<file path="src/rtl/ebike_pkg.sv">
// Shared types and widths for the e-bike pedal sensor path.
package ebike_pkg;

  typedef enum logic {
    IDLE  = 1'b0,
    PEDAL = 1'b1
  } pedal_state_t;

  localparam int ACC_W     = 16;
  localparam int AVG_SHIFT = 4;
  localparam int TORQUE_W  = 12;
  localparam int CAD_W     = 5;

  // Saturating increment of a cadence edge count.
  function automatic logic [CAD_W-1:0] sat_inc(input logic [CAD_W-1:0] v, input logic inc);
    return (inc && (v != '1)) ? v + 1'b1 : v;
  endfunction

endpackage

</file>
<file path="src/rtl/pedal_debounce.sv">
// Cadence input conditioning: 2-flop sync, stability-count debounce, rise pulse.
module pedal_debounce #(
  parameter int DEB_CYCLES = 16
) (
  input  logic clk,
  input  logic rst,
  input  logic raw_i,
  output logic level_o,
  output logic rise_o
);

  localparam int CW = (DEB_CYCLES > 1) ? $clog2(DEB_CYCLES) : 1;

  logic          s1_q, s2_q;
  logic          level_q, level_d;
  logic          rise_q, rise_d;
  logic [CW-1:0] cnt_q, cnt_d;
  logic          differ, flip;

  assign differ = s2_q ^ level_q;
  assign flip   = differ && (cnt_q == CW'(DEB_CYCLES - 1));

  always_comb begin
    level_d = level_q;
    cnt_d   = '0;
    rise_d  = 1'b0;
    if (flip) begin
      level_d = ~level_q;
      rise_d  = ~level_q;
    end else if (differ) begin
      cnt_d = cnt_q + 1'b1;
    end
  end

  always_ff @(posedge clk or posedge rst) begin
    if (rst) begin
      s1_q    <= 1'b0;
      s2_q    <= 1'b0;
      level_q <= 1'b0;
      rise_q  <= 1'b0;
      cnt_q   <= '0;
    end else begin
      s1_q    <= raw_i;
      s2_q    <= s1_q;
      level_q <= level_d;
      rise_q  <= rise_d;
      cnt_q   <= cnt_d;
    end
  end

  assign level_o = level_q;
  assign rise_o  = rise_q;

endmodule

</file>
<file path="src/rtl/pedal_sensor_cond.sv">
// Pedal sensor conditioning: windowed cadence count, pedaling FSM, torque EMA.
module pedal_sensor_cond
  import ebike_pkg::*;
#(
  parameter int DEB_CYCLES   = 16,
  parameter int CAD_WIN      = 2**22,
  parameter int START_THRESH = 2,
  parameter int STOP_THRESH  = 1
) (
  input  logic                clk,
  input  logic                rst,
  input  logic                cadence_raw,
  input  logic [TORQUE_W-1:0] torque_raw,
  input  logic                torque_vld,
  output logic [CAD_W-1:0]    cadence,
  output logic                cadence_upd,
  output logic                not_pedaling,
  output logic [TORQUE_W-1:0] avg_torque
);

  localparam int WIN_W = (CAD_WIN > 1) ? $clog2(CAD_WIN) : 1;

  logic rise;
  logic deb_level_unused;

  pedal_debounce #(.DEB_CYCLES(DEB_CYCLES)) u_deb (
    .clk     (clk),
    .rst     (rst),
    .raw_i   (cadence_raw),
    .level_o (deb_level_unused),
    .rise_o  (rise)
  );

  logic [WIN_W-1:0]    win_q, win_d;
  logic [CAD_W-1:0]    ecnt_q, ecnt_d, ecnt_n;
  logic [CAD_W-1:0]    cad_q, cad_d;
  pedal_state_t        state_q, state_d;
  logic [ACC_W-1:0]    acc_q, acc_d;
  logic [TORQUE_W-1:0] smpl_q, smpl_d;
  logic [TORQUE_W-1:0] avg_q;
  logic                upd_q, np_q;
  logic                wrap, stop;

  assign wrap = (win_q == WIN_W'(CAD_WIN - 1));

  always_comb begin
    win_d   = wrap ? '0 : win_q + 1'b1;
    // A rise on the wrap cycle still belongs to the closing window.
    ecnt_n  = sat_inc(ecnt_q, rise);
    ecnt_d  = wrap ? '0 : ecnt_n;
    cad_d   = wrap ? ecnt_n : cad_q;
    state_d = state_q;
    if (wrap) begin
      unique case (state_q)
        IDLE:    if (ecnt_n >= CAD_W'(START_THRESH)) state_d = PEDAL;
        PEDAL:   if (ecnt_n <  CAD_W'(STOP_THRESH))  state_d = IDLE;
        default: state_d = IDLE;
      endcase
    end
    stop   = (state_q == PEDAL) && (state_d == IDLE);
    acc_d  = acc_q;
    if (stop)
      acc_d = '0;
    else if (rise)
      acc_d = acc_q - (acc_q >> AVG_SHIFT) + ACC_W'(smpl_q);
    smpl_d = torque_vld ? torque_raw : smpl_q;
  end

  always_ff @(posedge clk or posedge rst) begin
    if (rst) begin
      win_q   <= '0;
      ecnt_q  <= '0;
      cad_q   <= '0;
      state_q <= IDLE;
      acc_q   <= '0;
      smpl_q  <= '0;
      avg_q   <= '0;
      upd_q   <= 1'b0;
      np_q    <= 1'b1;
    end else begin
      win_q   <= win_d;
      ecnt_q  <= ecnt_d;
      cad_q   <= cad_d;
      state_q <= state_d;
      acc_q   <= acc_d;
      smpl_q  <= smpl_d;
      avg_q   <= acc_q[ACC_W-1:AVG_SHIFT];
      upd_q   <= wrap;
      np_q    <= (state_d == IDLE);
    end
  end

  assign cadence      = cad_q;
  assign cadence_upd  = upd_q;
  assign not_pedaling = np_q;
  assign avg_torque   = avg_q;

endmodule

</file>
<file path="config.mk">
export PLATFORM = sky130hd
export DESIGN_NAME = pedal_sensor_cond
export DESIGN_NICKNAME = d
export VERILOG_FILES = /design/src/rtl/ebike_pkg.sv /design/src/rtl/pedal_debounce.sv /design/src/rtl/pedal_sensor_cond.sv
export SDC_FILE = /design/constraint.sdc
export NUM_CORES = 1
export LEC_CHECK = 0
export ABC_AREA = 1
export CAP_MARGIN = 20
export CORE_ASPECT_RATIO = 1.2
export CORE_MARGIN = 5
export CORE_UTILIZATION = 57
export DETAILED_ROUTE_END_ITERATION = 7
export PLACE_DENSITY = 0.78
export SYNTH_ARGS = -nofsm -noshare
export SYNTH_HDL_FRONTEND = slang
export SYNTH_SLANG_ARGS = --single-unit
export TNS_END_PERCENT = 5
</file>
<file path="constraint.sdc">
create_clock -name clk -period 3.1 [get_ports clk]
set_input_delay 0.62 -clock clk [delete_from_list [all_inputs] [get_ports clk]]
set_output_delay 0.62 -clock clk [all_outputs]
set_load 0.005 [all_outputs]
</file>
==> results.cfg <==
[status]
outcome = finished clean

[placement]
placed_cell_area_um2 = 5230
portBuffers = 34
dp_hpwl_um = 7405
place_congestion = 0.9449

[yosys]
netlist_instances = 587
synth_enable_flop_cells = 0
synth_fp_nets = 635
ys.flop_type = dfrtp_1
yosysMostFrequentCell = nand2_1
synth_cell_types = 39
yosysSeqAreaShare_pct = 43.48
synth_top_cell_area_share_pct = 42.93
synth.top_cells.by_area = dfrtp_1, nand2_1, inv_1
ys_top_cells_by_count = nand2_1, inv_1, dfrtp_1
syn_area_um2 = 4780
synth_warnings = 0
ys_ff_latch = 83
ys_async_sr_fraction_pct = 100.0
synth_area_leader_cell = dfrtp_1
syn_area_per_cell_um2 = 8.142

[power_and_ir_drop]
p_leak_uw = 0.002957
worst_ir_drop_vdd_uv = 210.6
power_density_nw_per_um2 = 401.7

[flow_run]
drv_cap = 0

[clocking]
root_buffer = clkbuf_8
cts_buffer_depth = 2
worst_skew_pair.late_latency_ns = 0.35
cts.htree.levels = 3
path_clk_slew_ns = 0.08
cts_sinks = 83
cts_tree = done
cts_hold_buf = 0
cts_buffers = 9
cts_setup_buffers = 0
ctsResizeCount = 0

[critical_path]
crit_top_cell = nand2_1
crit_fanout = 5
endpoint_kind = register
slowest_stage = fa_1
critPathRequiredTime_ns = 3.33
cp_slowest_stage_delay_ns = 0.54
worstRegToRegCells = 13
critPathArrivalTime_ns = 2.78
crit_chain = inv_1, fa_1, inv_1, ha_1, nand2_1, nor2_1, nand3_1, nand3_1, nand2_1, nand2_1, inv_1, nand3_1, nand2_1
path_class = register to register
crit_path_start_kind = register

[timing]
relSlewSlack_pct = 49.77
hold_violations = 0
fin_setup_tns_ns = 0
period_share_pct = 82.24
worst_pin_slew_ns = 0.7510
min_period_ns = 2.549
grt_setup_unrepaired = no
slew_viol_final = 0
clock_skew_ns = 0.007487
fmax_mhz = 392.3
setup_violations = 0

[cells_and_area]
fin_area_um2 = 5399
n_antenna_cell = 0
drive_gt1_share_pct = 6.359
syn_to_final_growth_pct = 12.96
nets = 673

[routing]
routedWlPerCell_um = 12.85
highest_layer = met4
met2_length_um = 5011
drt-total-wl_um = 9547
route.detailed.drc = 0
dr.pass1.iters = 4
vias = 3727
drtIter0Drc = 128
m1WireLength_um = 4167
dr_wl_met3_um = 236
vias_per_cell = 5.016
drt.antenna.violating_nets = 0

[die]
ios = 35
die_h_um = 110.3
die_area_um2 = 10320
fp.dieW_um = 93.59
core_um2 = 8153
rows = 36
start_util_pct = 58.62

[global_route]
grt_pass1_wl_um = 16660
grt_pass1_vias = 3722
grt_overflow_total = 0
track_usage_pct = 20.64
antenna_found_initial = 0
grt_max_degree = 46

[hold_path]
hold_depth = 0
worstHoldPathType = register to register
==> layout by cell type, fill, tap and decap left out, drive strengths merged, types with 6 or more instances in the layout <==
cell type,count
clkbuf,11
a21oi,13
nand4,11
xor2,16
ha,20
xnor2,8
clkinv,6
nand3,55
nand2,151
dfrtp,82
inv,122
o21ai,22
clkdlybuf4s50,34
nor2,47
fa,12
==> power breakdown <==
part | switching, uW | leakage (uW) | total, uW | internal [uW]
Clock | 378 | 0.0000891 | 687 | 309
Sequential | 6.70 | 0.00111 | 1110 | 1100
Combinational | 235 | 0.00175 | 375 | 140
Total | 620 | 0.00296 | 2170 | 1550
==> metrics by stage <==
step	setup WS (ns)	power, uW	utilization [%]	hold WS [ns]	cells
final	0.5507	2169	66.22	0.3650	743
after global placement	0.6226	1494	64.15	0.3374	728
after global routing	0.2980	2304	66.22	0.3816	743
after detailed placement	0.5880	1503	64.15	0.3496	728
after CTS	0.5533	2191	66.22	0.3704	743
after floorplan	0.3449	1405	-	0.3312	587
==> layout make-up <==
class | instances | area, um2
multi-input cells | 371 | 2173
clock buffers | 11 | 141.4
flip-flops and latches | 83 | 2078
inverters | 124 | 467.9
fillers | 674 | 2754
well taps | 114 | 142.6
repair buffers | 36 | 367.9
clock inverters | 4 | 27.53
==> critical path: cells and delay by family (launching register included) <==
family / cells / cell delay, ns
adders and majority gates: 2 / 0.92
DFF: 1 / 0.47
and+or+nand+nor: 8 / 0.85
buffers and inverters: 3 / 0.19
==> sequential cells by signal, indices dropped and copies added, names as in the netlist <==
register	count
win_q	22
acc_q	16
avg_torque	12
smpl_q	12
cadence	5
ecnt_q	5
u_deb.cnt_q	4
cadence_upd	1
not_pedaling	1
state_q	1
u_deb.level_o	1
u_deb.rise_o	1
u_deb.s1_q	1
u_deb.s2_q	1
==> worst paths after layout <==
| check | start | slack [ns] | to |
|---|---|---|---|
| worst min register to register | u_deb.s1_q | 0.37 | u_deb.s2_q |
| worst max-delay path | acc_q[10] | 0.55 | acc_q[11] |
| worst max register to register | acc_q[10] | 0.55 | acc_q[11] |
| worst min-delay path | u_deb.s1_q | 0.37 | u_deb.s2_q |
| min in group asynchronous | rst | 0.67 | u_deb.s1_q |
| max in group asynchronous | rst | 1.70 | not_pedaling |
==> metal layers <==
| layer | global-route usage, % | vias to the layer above |
|---|---|---|
| met5 | 0 | - |
| li1 | - | 1875 |
| met1 | 25.30 | 1787 |
| met3 | 3.802 | 16 |
| met2 | 36.79 | 49 |
| met4 | 6.914 | 0 |
==> cell families (layout without fill, tap and decap cells) <==
logic type | after synthesis | in the layout | share of synthesized area (%)
AND/OR/NAND/NOR | 276 | 276 | 26.39
buffers and inverters | 133 | 175 | 11.05
flip-flops | 83 | 83 | 43.48
AO/OA/AOI/OAI | 39 | 39 | 4.424
adder cells (fa/ha/maj) | 32 | 32 | 10.26
XOR/XNOR | 24 | 24 | 4.398
(Power assumes the default switching activity.)
